[src/rtl/mem_arbiter.sv]
// mem_arbiter
//   Shares the single unified instruction/data memory of the multicycle MIPS
//   system between two requesters: port 0 (CPU) and port 1 (program loader /
//   debug port). Accesses are serialised with round-robin priority. The read
//   latency of the memory (LAT cycles) is absorbed here, so each requester
//   only sees a one-cycle done pulse.
//
// Parameters
//   WIDTH  data and address width in bits
//   LAT    memory read latency in cycles (1..7); writes always take 1 cycle
//
// Ports
//   clk, reset             rising-edge clock, asynchronous active-high reset
//   reqN, weN, adrN, wdN   request handshake inputs of port N (held until doneN)
//   doneN                  one-cycle completion pulse for port N
//   rdN                    read data of port N, held until its next read completes
//   mem_adr/mem_wd/mem_we  memory address, write data, write enable
//   mem_rd                 memory read data, valid LAT cycles after the address
//   busy                   high while a transaction is in ACCESS or RESP
//   owner                  port currently granted (0 when idle)

module mem_arbiter #(
  parameter int unsigned WIDTH = 32,
  parameter int unsigned LAT   = 1
) (
  input  logic             clk,
  input  logic             reset,

  input  logic             req0,
  input  logic             we0,
  input  logic [WIDTH-1:0] adr0,
  input  logic [WIDTH-1:0] wd0,
  output logic             done0,
  output logic [WIDTH-1:0] rd0,

  input  logic             req1,
  input  logic             we1,
  input  logic [WIDTH-1:0] adr1,
  input  logic [WIDTH-1:0] wd1,
  output logic             done1,
  output logic [WIDTH-1:0] rd1,

  output logic [WIDTH-1:0] mem_adr,
  output logic [WIDTH-1:0] mem_wd,
  output logic             mem_we,
  input  logic [WIDTH-1:0] mem_rd,

  output logic             busy,
  output logic             owner
);

  typedef enum logic [1:0] {
    S_IDLE,
    S_ACCESS,
    S_RESP
  } state_t;

  // Last ACCESS cycle of a read: the cycle in which mem_rd becomes valid.
  localparam logic [2:0] LAST_CNT = 3'(LAT - 1);

  state_t           state_q;
  logic [2:0]       cnt_q;
  logic             last_q;
  logic             owner_q;
  logic             we_q;
  logic [WIDTH-1:0] adr_q;
  logic [WIDTH-1:0] wd_q;
  logic             busy_q;
  logic             mem_we_q;
  logic             done0_q;
  logic             done1_q;
  logic [WIDTH-1:0] rd0_q;
  logic [WIDTH-1:0] rd1_q;

  // Arbitration result and the winner's request fields, used only in IDLE.
  logic             grant_d;
  logic             we_d;
  logic [WIDTH-1:0] adr_d;
  logic [WIDTH-1:0] wd_d;

  always_comb begin
    grant_d = 1'b0;
    if (req0 && req1) begin
      // Contention: the port that did not win last time goes first.
      grant_d = ~last_q;
    end else begin
      grant_d = req1;
    end
    we_d  = grant_d ? we1  : we0;
    adr_d = grant_d ? adr1 : adr0;
    wd_d  = grant_d ? wd1  : wd0;
  end

  always_ff @(posedge clk or posedge reset) begin
    if (reset) begin
      state_q  <= S_IDLE;
      cnt_q    <= '0;
      last_q   <= 1'b1;
      owner_q  <= 1'b0;
      we_q     <= 1'b0;
      adr_q    <= '0;
      wd_q     <= '0;
      busy_q   <= 1'b0;
      mem_we_q <= 1'b0;
      done0_q  <= 1'b0;
      done1_q  <= 1'b0;
      rd0_q    <= '0;
      rd1_q    <= '0;
    end else begin
      // Pulse-type outputs default low every cycle.
      mem_we_q <= 1'b0;
      done0_q  <= 1'b0;
      done1_q  <= 1'b0;

      case (state_q)
        S_IDLE: begin
          if (req0 || req1) begin
            owner_q  <= grant_d;
            last_q   <= grant_d;
            we_q     <= we_d;
            adr_q    <= adr_d;
            wd_q     <= wd_d;
            cnt_q    <= '0;
            busy_q   <= 1'b1;
            // mem_we is only ever high in the first ACCESS cycle.
            mem_we_q <= we_d;
            state_q  <= S_ACCESS;
          end
        end

        S_ACCESS: begin
          if (we_q || (cnt_q == LAST_CNT)) begin
            if (!we_q) begin
              if (owner_q) begin
                rd1_q <= mem_rd;
              end else begin
                rd0_q <= mem_rd;
              end
            end
            done0_q <= ~owner_q;
            done1_q <= owner_q;
            state_q <= S_RESP;
          end else begin
            cnt_q <= cnt_q + 3'd1;
          end
        end

        S_RESP: begin
          // Address/data stay visible during RESP and return to zero in IDLE.
          busy_q  <= 1'b0;
          owner_q <= 1'b0;
          we_q    <= 1'b0;
          adr_q   <= '0;
          wd_q    <= '0;
          cnt_q   <= '0;
          state_q <= S_IDLE;
        end

        default: begin
          state_q <= S_IDLE;
        end
      endcase
    end
  end

  assign done0   = done0_q;
  assign done1   = done1_q;
  assign rd0     = rd0_q;
  assign rd1     = rd1_q;
  assign mem_adr = adr_q;
  assign mem_wd  = wd_q;
  assign mem_we  = mem_we_q;
  assign busy    = busy_q;
  assign owner   = owner_q;

endmodule

[config.mk]
export PLATFORM = sky130hd
export DESIGN_NAME = mem_arbiter
export DESIGN_NICKNAME = d
export VERILOG_FILES = /design/src/rtl/mem_arbiter.sv
export SDC_FILE = /design/constraint.sdc
export NUM_CORES = 1
export LEC_CHECK = 0
export CAP_MARGIN = 20
export CORE_UTILIZATION = 36
export DETAILED_ROUTE_END_ITERATION = 8
export PLACE_DENSITY = 0.88
export SLEW_MARGIN = 20
export SYNTH_ARGS = -nofsm -noshare
export SYNTH_HDL_FRONTEND = slang
export SYNTH_SLANG_ARGS = --single-unit
[constraint.sdc]
create_clock -name clk -period 4.4 [get_ports clk]
set_clock_uncertainty 0.05 [all_clocks]
set_input_delay 0.88 -clock clk [delete_from_list [all_inputs] [get_ports clk]]
set_output_delay 0.88 -clock clk [all_outputs]
set_load 0.01 [all_outputs]
==> qor.yml, run 1 <==
die:
  die_y_um: 129.4
  core_area_um2: 15890
  floorplan.die_area_um2: 16750
  pin_count: 299
  std_cell_rows: 46
  die_x_um: 129.4
  start_util_pct: 36.81
route:
  via_count: 4639
  firstDrtPassIters: 4
  wl_per_cell_um: 18.41
  detail_route.wirelength_mm: 17.09
  viasPerCell: 4.999
  ant_nets: 0
  drc: 0
  drt_first_iter_violations: 127
pwr:
  total_power_density_per_cell_area_nw_per_um2: 674.8
  static-leakage-power_nw: 4.015
  total_power_mw: 6.520
  vdd_drop_max_mv: 0.3722
cells_and_area:
  area_delta_synth_final_pct: 65.25
  final_layout_size_suffix_gt1_share_pct: 15.05
  final_cell_area_um2: 9662
  num-fill-cells: 1254
  nNetsFinal: 867
timing:
  total_negative_slack_for_setup_checks_ns: 0
  layout_worst_path_cycle_share_pct: 64.35
  hold_viol_final: 0
  tightestPinTransition_ns: 0.8757
  max_slew_violation_count: 0
  layout_min_cycle_time_ns: 2.831
  achievable-frequency_mhz: 353.2
  postLayoutSetupSlackWorst_ns: 1.569
  unrepaired_setup_endpoints_after_global_routing: "no"
  setup-violations-final: 0
  final.hold.worst_slack_ns: 0.4369
  timing.max_slew.rel_slack_pct: 41.55
hold_path:
  min_path_cells: 1
  min-delay-path-class: "reg -> reg"
logic_synthesis:
  netlist_instances: 403
  synth_enable_flop_cells: 0
  synth-seq-area-share_pct: 59.94
  yosys_most_used_dff: "sky130_fd_sc_hd__dfrtp_1"
  post_synth.cell_area_avg_um2: 14.51
  postSynthRegisterBits: 140
  synth_nets: 571
  synth_cell_type_count: 30
  synth_warnings: 0
  post_synth_instance_area_um2: 5847
  synth-async-reset-ratio_pct: 100.0
place:
  hpwl_mm: 12.47
  number_of_i_o_port_buffers: 298
  dpl_cell_area_um2: 9061
  routabilityCongestion: 0.7810
  pre_cts_slack_ns: 1.257
clocking:
  tritoncts_clock_tree: "built"
  cts-htree-levels: 4
  cts_hold_buf: 0
  cts-resized-gates: 0
  numClockSinks: 140
  clk_pin_slew_worst_paths_ns: 0.06
  cts.path.max_buffers: 2
  numCtsBuffers: 17
  number_of_setup_buffers_added_after_cts: 0
  worstSkewPairLatency_ns: 0.40
  cts_root_buf: "sky130_fd_sc_hd__clkbuf_16"
grt:
  antenna_found_initial: 1
  first_global_vias: 4887
  grt_pass1_wl_mm: 25.36
  largest_net_degree_at_the_start_of_global_routing: 71
  final_global_route_overflow_total: 0
  global_route.usage.total_pct: 19.99
critical_path:
  critical_path_arrival_ns: 3.10
  worstSetupEndpointType: "flip-flop"
  timing_worst_setup_path_type: "in -> reg"
  startpoint_type: "input port"
  required_ns: 4.67
  worst-r2r-cell-count: 5
  worstPathMaxFanout: 44
outcome:
  outcome: "finished clean"
job:
  drv.max_cap_violation_count: 0
==> cells by family (layout without fill, tap and decap cells) <==
family / Yosys count / in the layout / synth area share [%]
AO/OA/AOI/OAI: 74 / 74 / 10.85
adder cells (fa/ha/maj): 2 / 2 / 0.4279
buffers and inverters: 35 / 343 / 2.867
flip-flops: 140 / 140 / 59.94
multiplexers: 130 / 130 / 23.65
other: 0 / 1 / 0
AND/OR/NAND/NOR: 22 / 22 / 2.269
==> power by group <==
group	internal, mW	switching [mW]	leakage (nW)
Combinational	1.66	1.17	2.01
Sequential	1.89	0.351	1.72
Clock	0.931	0.516	0.290
Total	4.48	2.04	4.02
==> placed cells by master (no fill, tap or decap), drive strengths merged, types with 2 or more instances in the layout <==
| master | instances |
|---|---|
| clkinv | 3 |
| bufinv | 3 |
| inv | 5 |
| nor2b | 4 |
| clkinvlp | 2 |
| nand2 | 2 |
| o2bb2ai | 65 |
| mux2i | 65 |
| clkdlybuf4s50 | 298 |
| nor2 | 5 |
| dfrtp | 139 |
| nand3 | 3 |
| clkbuf | 24 |
| o21ai | 3 |
| mux2 | 65 |
| ha | 2 |
| buf | 8 |
| nor3 | 3 |
==> synth_stat cells (2+ instances only) <==
master,instances,share of area [%]
sky130_fd_sc_hd__buf_1,4,0.26
sky130_fd_sc_hd__buf_2,11,0.94
sky130_fd_sc_hd__buf_6,3,0.58
sky130_fd_sc_hd__clkbuf_1,11,0.71
sky130_fd_sc_hd__dfrtp_1,139,59
sky130_fd_sc_hd__ha_1,2,0.43
sky130_fd_sc_hd__inv_1,6,0.39
sky130_fd_sc_hd__mux2_1,2,0.39
sky130_fd_sc_hd__mux2_2,63,12
sky130_fd_sc_hd__mux2i_1,65,11
sky130_fd_sc_hd__nand2_1,2,0.13
sky130_fd_sc_hd__nand3_1,3,0.26
sky130_fd_sc_hd__nor2_1,5,0.32
sky130_fd_sc_hd__nor2b_1,4,0.43
sky130_fd_sc_hd__nor3_1,2,0.17
sky130_fd_sc_hd__o21ai_0,3,0.26
sky130_fd_sc_hd__o2bb2ai_1,65,9.7
==> per-layer routing <==
metal	up-vias	wire, um	track usage [%]
li1	2087	-	-
met1	2302	6344	20.96
met2	213	8612	34.95
met3	37	1586	7.762
met4	0	542	10.05
met5	-	0	0
==> worst paths after layout <==
path,start,endpoint,slack (ns)
min,rd0[24],rd0[24],0.44
min in group asynchronous,reset,rd1[20],0.80
max,req0,mem_wd[3],1.57
min reg2reg,rd0[24],rd0[24],0.44
max reg2reg,cnt_q[0],rd1[13],1.92
max in group asynchronous,reset,mem_adr[21],2.50
==> metrics by stage <==
stage	util (%)	cells
2_1_floorplan	-	403
3_3_place_gp	57.04	896
3_5_place_dp	57.04	896
4_1_cts	60.78	927
5_1_grt	60.82	928
6_report	60.82	928
==> area by class of cell <==
type | instances | area (um^2) | area share [%]
diodes | 1 | 2.502 | 0.02590
inverters | 6 | 26.28 | 0.2720
clock inverters | 7 | 112.6 | 1.166
flip-flops and latches | 140 | 3505 | 36.27
repair buffers | 306 | 3068 | 31.75
clock buffers | 24 | 481.7 | 4.986
multi-input cells | 228 | 2196 | 22.73
well taps | 216 | 270.3 | 2.797
==> state kept, by name (all words and copies together), names as in the netlist, 2 cells and up <==
name and flops:
rd1 32, cnt_q 3, state_q 2, mem_wd 32
mem_adr 32, rd0 32
==> critical path, cell delays in order <==
cell and delay [ns]:
sky130_fd_sc_hd__clkdlybuf4s50_1 0.51, sky130_fd_sc_hd__nor3_1 0.36, sky130_fd_sc_hd__or2_2 0.76, sky130_fd_sc_hd__buf_4 0.41, sky130_fd_sc_hd__o2bb2ai_1 0.16
Note: power is estimated with default switching activity, not from simulation.
==> inputs of run 2 (changes only) <==
==> constraint.sdc (replaced) <==
create_clock -name clk -period 2.45 [get_ports clk]
set_clock_uncertainty 0.05 [all_clocks]
set_input_delay 0.49 -clock clk [delete_from_list [all_inputs] [get_ports clk]]
set_output_delay 0.49 -clock clk [all_outputs]
set_load 0.01 [all_outputs]
==> qor.yml, run 2 (synthesis gave the netlist of run 1 again) <==
outcome:
  outcome: "finished clean"  # unchanged
critical_path:
  worstPathMaxFanout: 6  # was 44
  crit_slowest_cell: "sky130_fd_sc_hd__clkdlybuf4s50_1"  # was sky130_fd_sc_hd__or2_2
  timing_worst_setup_path_type: "reg -> out"  # was in -> reg
  required_ns: 1.91  # was 4.67 ns
  worstSetupEndpointType: "output pin"  # was flip-flop
  crit_chain: "clkdlybuf4s50_1"  # was clkdlybuf4s50_1 -> nor3_1 -> or2_2 -> buf_4 -> o2bb2ai_1
  critical_path_arrival_ns: 1.58  # was 3.10 ns
  startpoint_type: "flip-flop"  # was input port
  worst_path_dominant_cell_family: "buffers and inverters"  # was simple AND/OR/NAND/NOR gates
  worstPathBufferInverterCount: 1  # was 2
  critical_path.max_stage_delay_ns: 0.64  # was 0.76 ns
clocking:
  numCtsBuffers: 17  # unchanged
  tritoncts_clock_tree: "built"  # unchanged
  cts-resized-gates: 0  # unchanged
  cts.path.max_buffers: 2  # unchanged
  number_of_setup_buffers_added_after_cts: 0  # unchanged
  cts-htree-levels: 4  # unchanged
  numClockSinks: 140  # unchanged
  clk_pin_slew_worst_paths_ns: 0.06  # about the same
  cts_hold_buf: 0  # unchanged
  worstSkewPairLatency_ns: 0.41  # was 0.40 ns
  cts_root_buf: "sky130_fd_sc_hd__clkbuf_16"  # unchanged
grt:
  final_global_route_overflow_total: 0  # unchanged
  first_global_vias: 4994  # was 4887
  grt_pass1_wl_mm: 26.00  # was 25.36 mm
  antenna_found_initial: 0  # was 1
  largest_net_degree_at_the_start_of_global_routing: 71  # unchanged
  global_route.usage.total_pct: 20.56  # was 19.99%
route:
  wl_per_cell_um: 18.32  # was 18.41 um
  via_count: 4634  # was 4639
  detail_route.wirelength_mm: 17.11  # was 17.09 mm
  drt_first_iter_violations: 102  # was 127
  drc: 0  # unchanged
  firstDrtPassIters: 5  # was 4
  ant_nets: 0  # unchanged
  viasPerCell: 4.961  # was 4.999
place:
  hpwl_mm: 12.71  # was 12.47 mm
  place_inst: 902  # was 896
  number_of_i_o_port_buffers: 298  # unchanged
  routabilityCongestion: 0.7712  # was 0.7810
  pre_cts_slack_ns: 0.1353  # was 1.257 ns
  dpl_cell_area_um2: 9169  # was 9061 um^2
timing:
  timing.max_slew.rel_slack_pct: 70.54  # was 41.55%
  tightestPinTransition_ns: 0.4418  # was 0.8757 ns
  layout_min_cycle_time_ns: 2.123
  hold_viol_final: 0  # unchanged
  postLayoutSetupSlackWorst_ns: 0.3274  # was 1.569 ns
  unrepaired_setup_endpoints_after_global_routing: "no"  # unchanged
  max_slew_violation_count: 0  # unchanged
  layout_worst_path_cycle_share_pct: 86.63
  setup-violations-final: 0  # unchanged
  final.hold.worst_slack_ns: 0.4390  # was 0.4369 ns
  total_negative_slack_for_setup_checks_ns: 0  # unchanged
  achievable-frequency_mhz: 471.1
cells_and_area:
  final_layout_size_suffix_gt1_share_pct: 16.16  # was 15.05%
  nNetsFinal: 873  # was 867
  most_frequent_cells_in_the_layout: "298 x sky130_fd_sc_hd__clkdlybuf4s50_1, 139 x sky130_fd_sc_hd__dfrtp_1, 65 x sky130_fd_sc_hd__mux2i_1, 65 x sky130_fd_sc_hd__o2bb2ai_1, 63 x sky130_fd_sc_hd__mux2_2"  # unchanged
  mostFrequentLayoutCell: "sky130_fd_sc_hd__clkdlybuf4s50_1"  # unchanged
  antenna_cells: 0  # was 1
  post_layout_nonfiller_instances: 934  # was 928
  final_cell_area_um2: 9754  # was 9662 um^2
  area_delta_synth_final_pct: 66.83  # was 65.25%
pwr:
  vdd_drop_max_mv: 0.7185  # was 0.3722 mV
  power_report.internal_total_mw: 8.004  # was 4.484 mW
  seq_power_share_pct: 34.2  # was 34.4%
  pwr-share-clk_pct: 21.5  # was 22.2%
  switching_share_of_power_pct: 32.08  # was 31.23%
  power.switching_mw: 3.780  # was 2.036 mW
  static-leakage-power_nw: 4.048  # was 4.015 nW
  pwr-share-comb_pct: 44.2  # was 43.4%
  total_power_density_per_cell_area_nw_per_um2: 1208  # was 674.8 nW/um^2
die:
  die_y_um: 129.4  # unchanged
  floorplan.die_area_um2: 16750  # unchanged
  pin_count: 299  # unchanged
  start_util_pct: 36.81  # unchanged
  core_area_um2: 15890  # unchanged
  die_x_um: 129.4  # unchanged
  std_cell_rows: 46  # unchanged
hold_path:
  min-delay-path-class: "reg -> reg"  # unchanged
job:
  drv.max_cap_violation_count: 0  # unchanged
[run 2: cell types whose count changed in the layout (fill, tap and decap cells not counted), sizes merged]
cell / previous run / this run
clkbuf: 24 / 20
diode: 1 / 0
clkinvlp: 2 / 5
buf: 8 / 14
inv: 5 / 8
bufinv: 3 / 2
[run 2: power groups by stage]
stage,clock (mW),combinational (mW),sequential [mW]
final,2.54,5.21,4.03
after global routing,2.70,5.55,4.16
after CTS,2.60,5.28,4.04
after detailed placement,0,5.24,4.05
after global placement,0,5.06,3.99
after floorplan,0,1.82,4.44
[run 2: final cells by class]
class	instances	area [um^2]
inverter	6	26.28
sequential	140	3505
multi-input combinational	228	2192
clock inverter	12	138.9
timing repair buffer	312	3176
fill	1193	6131
clock buffer	20	446.7
tap	216	270.3
[run 2: path summary, 6_finish.rpt]
path                             start     endpoint  slack, ns  depth (start not counted)
max                              owner        owner       0.33                          1
min                        mem_adr[14]  mem_adr[14]       0.44                          1
max reg2reg                 state_q[0]      rd0[13]       0.49                          4
min reg2reg                mem_adr[14]  mem_adr[14]       0.44                          1
max in group asynchronous        reset       last_q       1.48                          3
min in group asynchronous        reset      rd0[19]       0.51                          3
[run 2: through the flow]
step,utilization (%),power (mW)
2_1_floorplan,-,6.258
3_3_place_gp,57.72,9.042
3_5_place_dp,57.72,9.291
4_1_cts,61.41,11.91
5_1_grt,61.41,12.40
6_report,61.41,11.78
[run 2: routing by layer]
metal	vias up	GRT usage, %	part of all wire, %	wire length [um]
li1	2109	-	-	-
met1	2273	20.89	36	6089
met2	217	36.97	52	8857
met3	35	8.216	10	1716
met4	0	9.439	2.6	449
met5	-	0	0	0
==> inputs of run 3 (changes only) <==
--- a/config.mk
+++ b/config.mk
@@ -8,7 +8,9 @@
 export CAP_MARGIN = 20
 export CORE_UTILIZATION = 36
 export DETAILED_ROUTE_END_ITERATION = 8
+export HOLD_SLACK_MARGIN = 0.15
 export PLACE_DENSITY = 0.88
+export REMOVE_ABC_BUFFERS = 1
 export SLEW_MARGIN = 20
 export SYNTH_ARGS = -nofsm -noshare
 export SYNTH_HDL_FRONTEND = slang
==> qor.yml, run 3 (synthesis gave the netlist of run 1 again) <==
clocking:
  tritoncts_clock_tree: "built"  # unchanged
  number_of_setup_buffers_added_after_cts: 0  # unchanged
  numClockSinks: 140  # unchanged
  numCtsBuffers: 17  # unchanged
  cts-resized-gates: 0  # unchanged
  cts_root_buf: "sky130_fd_sc_hd__clkbuf_16"  # unchanged
  cts.path.max_buffers: 2  # unchanged
  worstSkewPairLatency_ns: 0.41  # about the same
  clk_pin_slew_worst_paths_ns: 0.06  # about the same
  cts-htree-levels: 4  # unchanged
  cts_hold_buf: 0  # unchanged
pwr:
  vdd_drop_max_mv: 0.7174  # was 0.7185 mV
  total_power_density_per_cell_area_nw_per_um2: 1211  # was 1208 nW/um^2
  total_power_mw: 11.83  # was 11.78 mW
  static-leakage-power_nw: 4.080  # was 4.048 nW
critical_path:
  worstPathBufferInverterCount: 1  # unchanged
  worst_path_dominant_cell_family: "buffers and inverters"  # unchanged
  worstPathMaxFanout: 6  # unchanged
  required_ns: 1.91  # about the same
  crit_chain: "clkdlybuf4s50_1"  # unchanged
  timing_worst_setup_path_type: "reg -> out"  # unchanged
  worstSetupEndpointType: "output pin"  # unchanged
  critical_path.max_stage_delay_ns: 0.60  # was 0.64 ns
  startpoint_type: "flip-flop"  # unchanged
  critical_path_arrival_ns: 1.49  # was 1.58 ns
  crit_slowest_cell: "sky130_fd_sc_hd__clkdlybuf4s50_1"  # unchanged
die:
  pin_count: 299  # unchanged
  std_cell_rows: 46  # unchanged
  start_util_pct: 36.81  # unchanged
  core_area_um2: 15890  # unchanged
  die_x_um: 129.4  # unchanged
  floorplan.die_area_um2: 16750  # unchanged
  die_y_um: 129.4  # unchanged
place:
  routabilityCongestion: 0.7341  # was 0.7712
  hpwl_mm: 12.74  # was 12.71 mm
  number_of_i_o_port_buffers: 298  # unchanged
  pre_cts_slack_ns: 0.1380  # was 0.1353 ns
timing:
  total_negative_slack_for_setup_checks_ns: 0  # unchanged
  hold_viol_final: 0  # unchanged
  max_slew_violation_count: 0  # unchanged
  tightestPinTransition_ns: 0.4980  # was 0.4418 ns
  setup-violations-final: 0  # unchanged
  final.hold.worst_slack_ns: 0.4109  # was 0.4390 ns
  achievable-frequency_mhz: 492.6  # was 471.1 MHz
  postLayoutSetupSlackWorst_ns: 0.4198  # was 0.3274 ns
  layout_min_cycle_time_ns: 2.030  # was 2.123 ns
  unrepaired_setup_endpoints_after_global_routing: "no"  # unchanged
  timing.max_slew.rel_slack_pct: 66.72  # was 70.54%
  layout_worst_path_cycle_share_pct: 82.87  # was 86.63%
grt:
  global_route.usage.total_pct: 20.70  # was 20.56%
  antenna_found_initial: 0  # unchanged
  grt_pass1_wl_mm: 26.12  # was 26.00 mm
  largest_net_degree_at_the_start_of_global_routing: 68  # was 71
  final_global_route_overflow_total: 0  # unchanged
  first_global_vias: 5049  # was 4994
cells_and_area:
  mostFrequentLayoutCell: "sky130_fd_sc_hd__clkdlybuf4s50_1"  # unchanged
  nNetsFinal: 875  # was 873
  most_frequent_cells_in_the_layout: "298 x sky130_fd_sc_hd__clkdlybuf4s50_1, 139 x sky130_fd_sc_hd__dfrtp_1, 65 x sky130_fd_sc_hd__mux2i_1, 65 x sky130_fd_sc_hd__o2bb2ai_1, 63 x sky130_fd_sc_hd__mux2_2"  # unchanged
  num-fill-cells: 1231  # was 1193
  final_layout_size_suffix_gt1_share_pct: 16.27  # was 16.16%
  area_delta_synth_final_pct: 67.07  # was 66.83%
  area.sequential_um2: 3505  # unchanged
  multi_input_area_um2: 2187  # was 2192 um^2
  postLayoutCoreUtil_pct: 61.49  # was 61.41%
  antenna_cells: 0  # unchanged
outcome:
  outcome: "finished clean"  # unchanged
route:
  drc: 0  # unchanged
  firstDrtPassIters: 4  # was 5
  wl_per_cell_um: 18.54  # was 18.32 um
  drt_first_iter_violations: 183  # was 102
  ant_nets: 0  # unchanged
  viasPerCell: 4.993  # was 4.961
  detail_route.wirelength_mm: 17.33  # was 17.11 mm
  via_count: 4668  # was 4634
job:
  drv.max_cap_violation_count: 0  # unchanged
hold_path:
  min-delay-path-class: "in -> async"  # was reg -> reg
run 3: cell count changes in the layout (fill, tap and decap cells not counted), sizes merged:
cell,before,now
clkinvlp,5,1
bufinv,2,3
inv,8,6
buf,14,16
clkinv,3,7
run 3: area by class of cell:
class                           instances  share of cell area, %
Clock buffer                           20                  4.675
Clock inverter                         11                  1.473
Inverter                                6                 0.2818
Multi-Input combinational cell        228                  22.39
Sequential cell                       140                  35.88
Tap cell                              216                  2.767
Timing Repair Buffer                  314                  32.53
run 3: path summary, 6_finish.rpt:
kind                             from       to  slack, ns  cells past startpoint
max                             owner    owner       0.42                      1
min                             reset   rd1[8]       0.41                      2
max reg2reg                state_q[1]   rd0[5]       0.55                      4
min reg2reg                   rd0[25]  rd0[25]       0.43                      1
max in group asynchronous       reset   last_q       1.31                      3
min in group clk              rd0[25]  rd0[25]       0.43                      1
run 3: per-layer routing:
| metal | GRT usage, % | vias to the layer above | routed length, um |
|---|---|---|---|
| met5 | 0 | - | 0 |
| met3 | 7.432 | 39 | 1590 |
| li1 | - | 2113 | - |
| met1 | 21.71 | 2293 | 6442 |
| met4 | 9.508 | 0 | 475 |
| met2 | 37.07 | 223 | 8825 |
run 3: stage by stage:
step           std cells  instance area (um^2)
2_1_floorplan        374                  5702
3_3_place_gp         904                  9168
4_1_cts              935                  9768
6_report             935                  9768
3_5_place_dp         904                  9168
5_1_grt              935                  9768
run 3: power by group:
part	total (mW)	switching, mW	internal [mW]
clock network	2.60	0.952	1.65
logic	5.20	2.13	3.06
registers	4.04	0.643	3.39
total	11.8	3.73	8.10
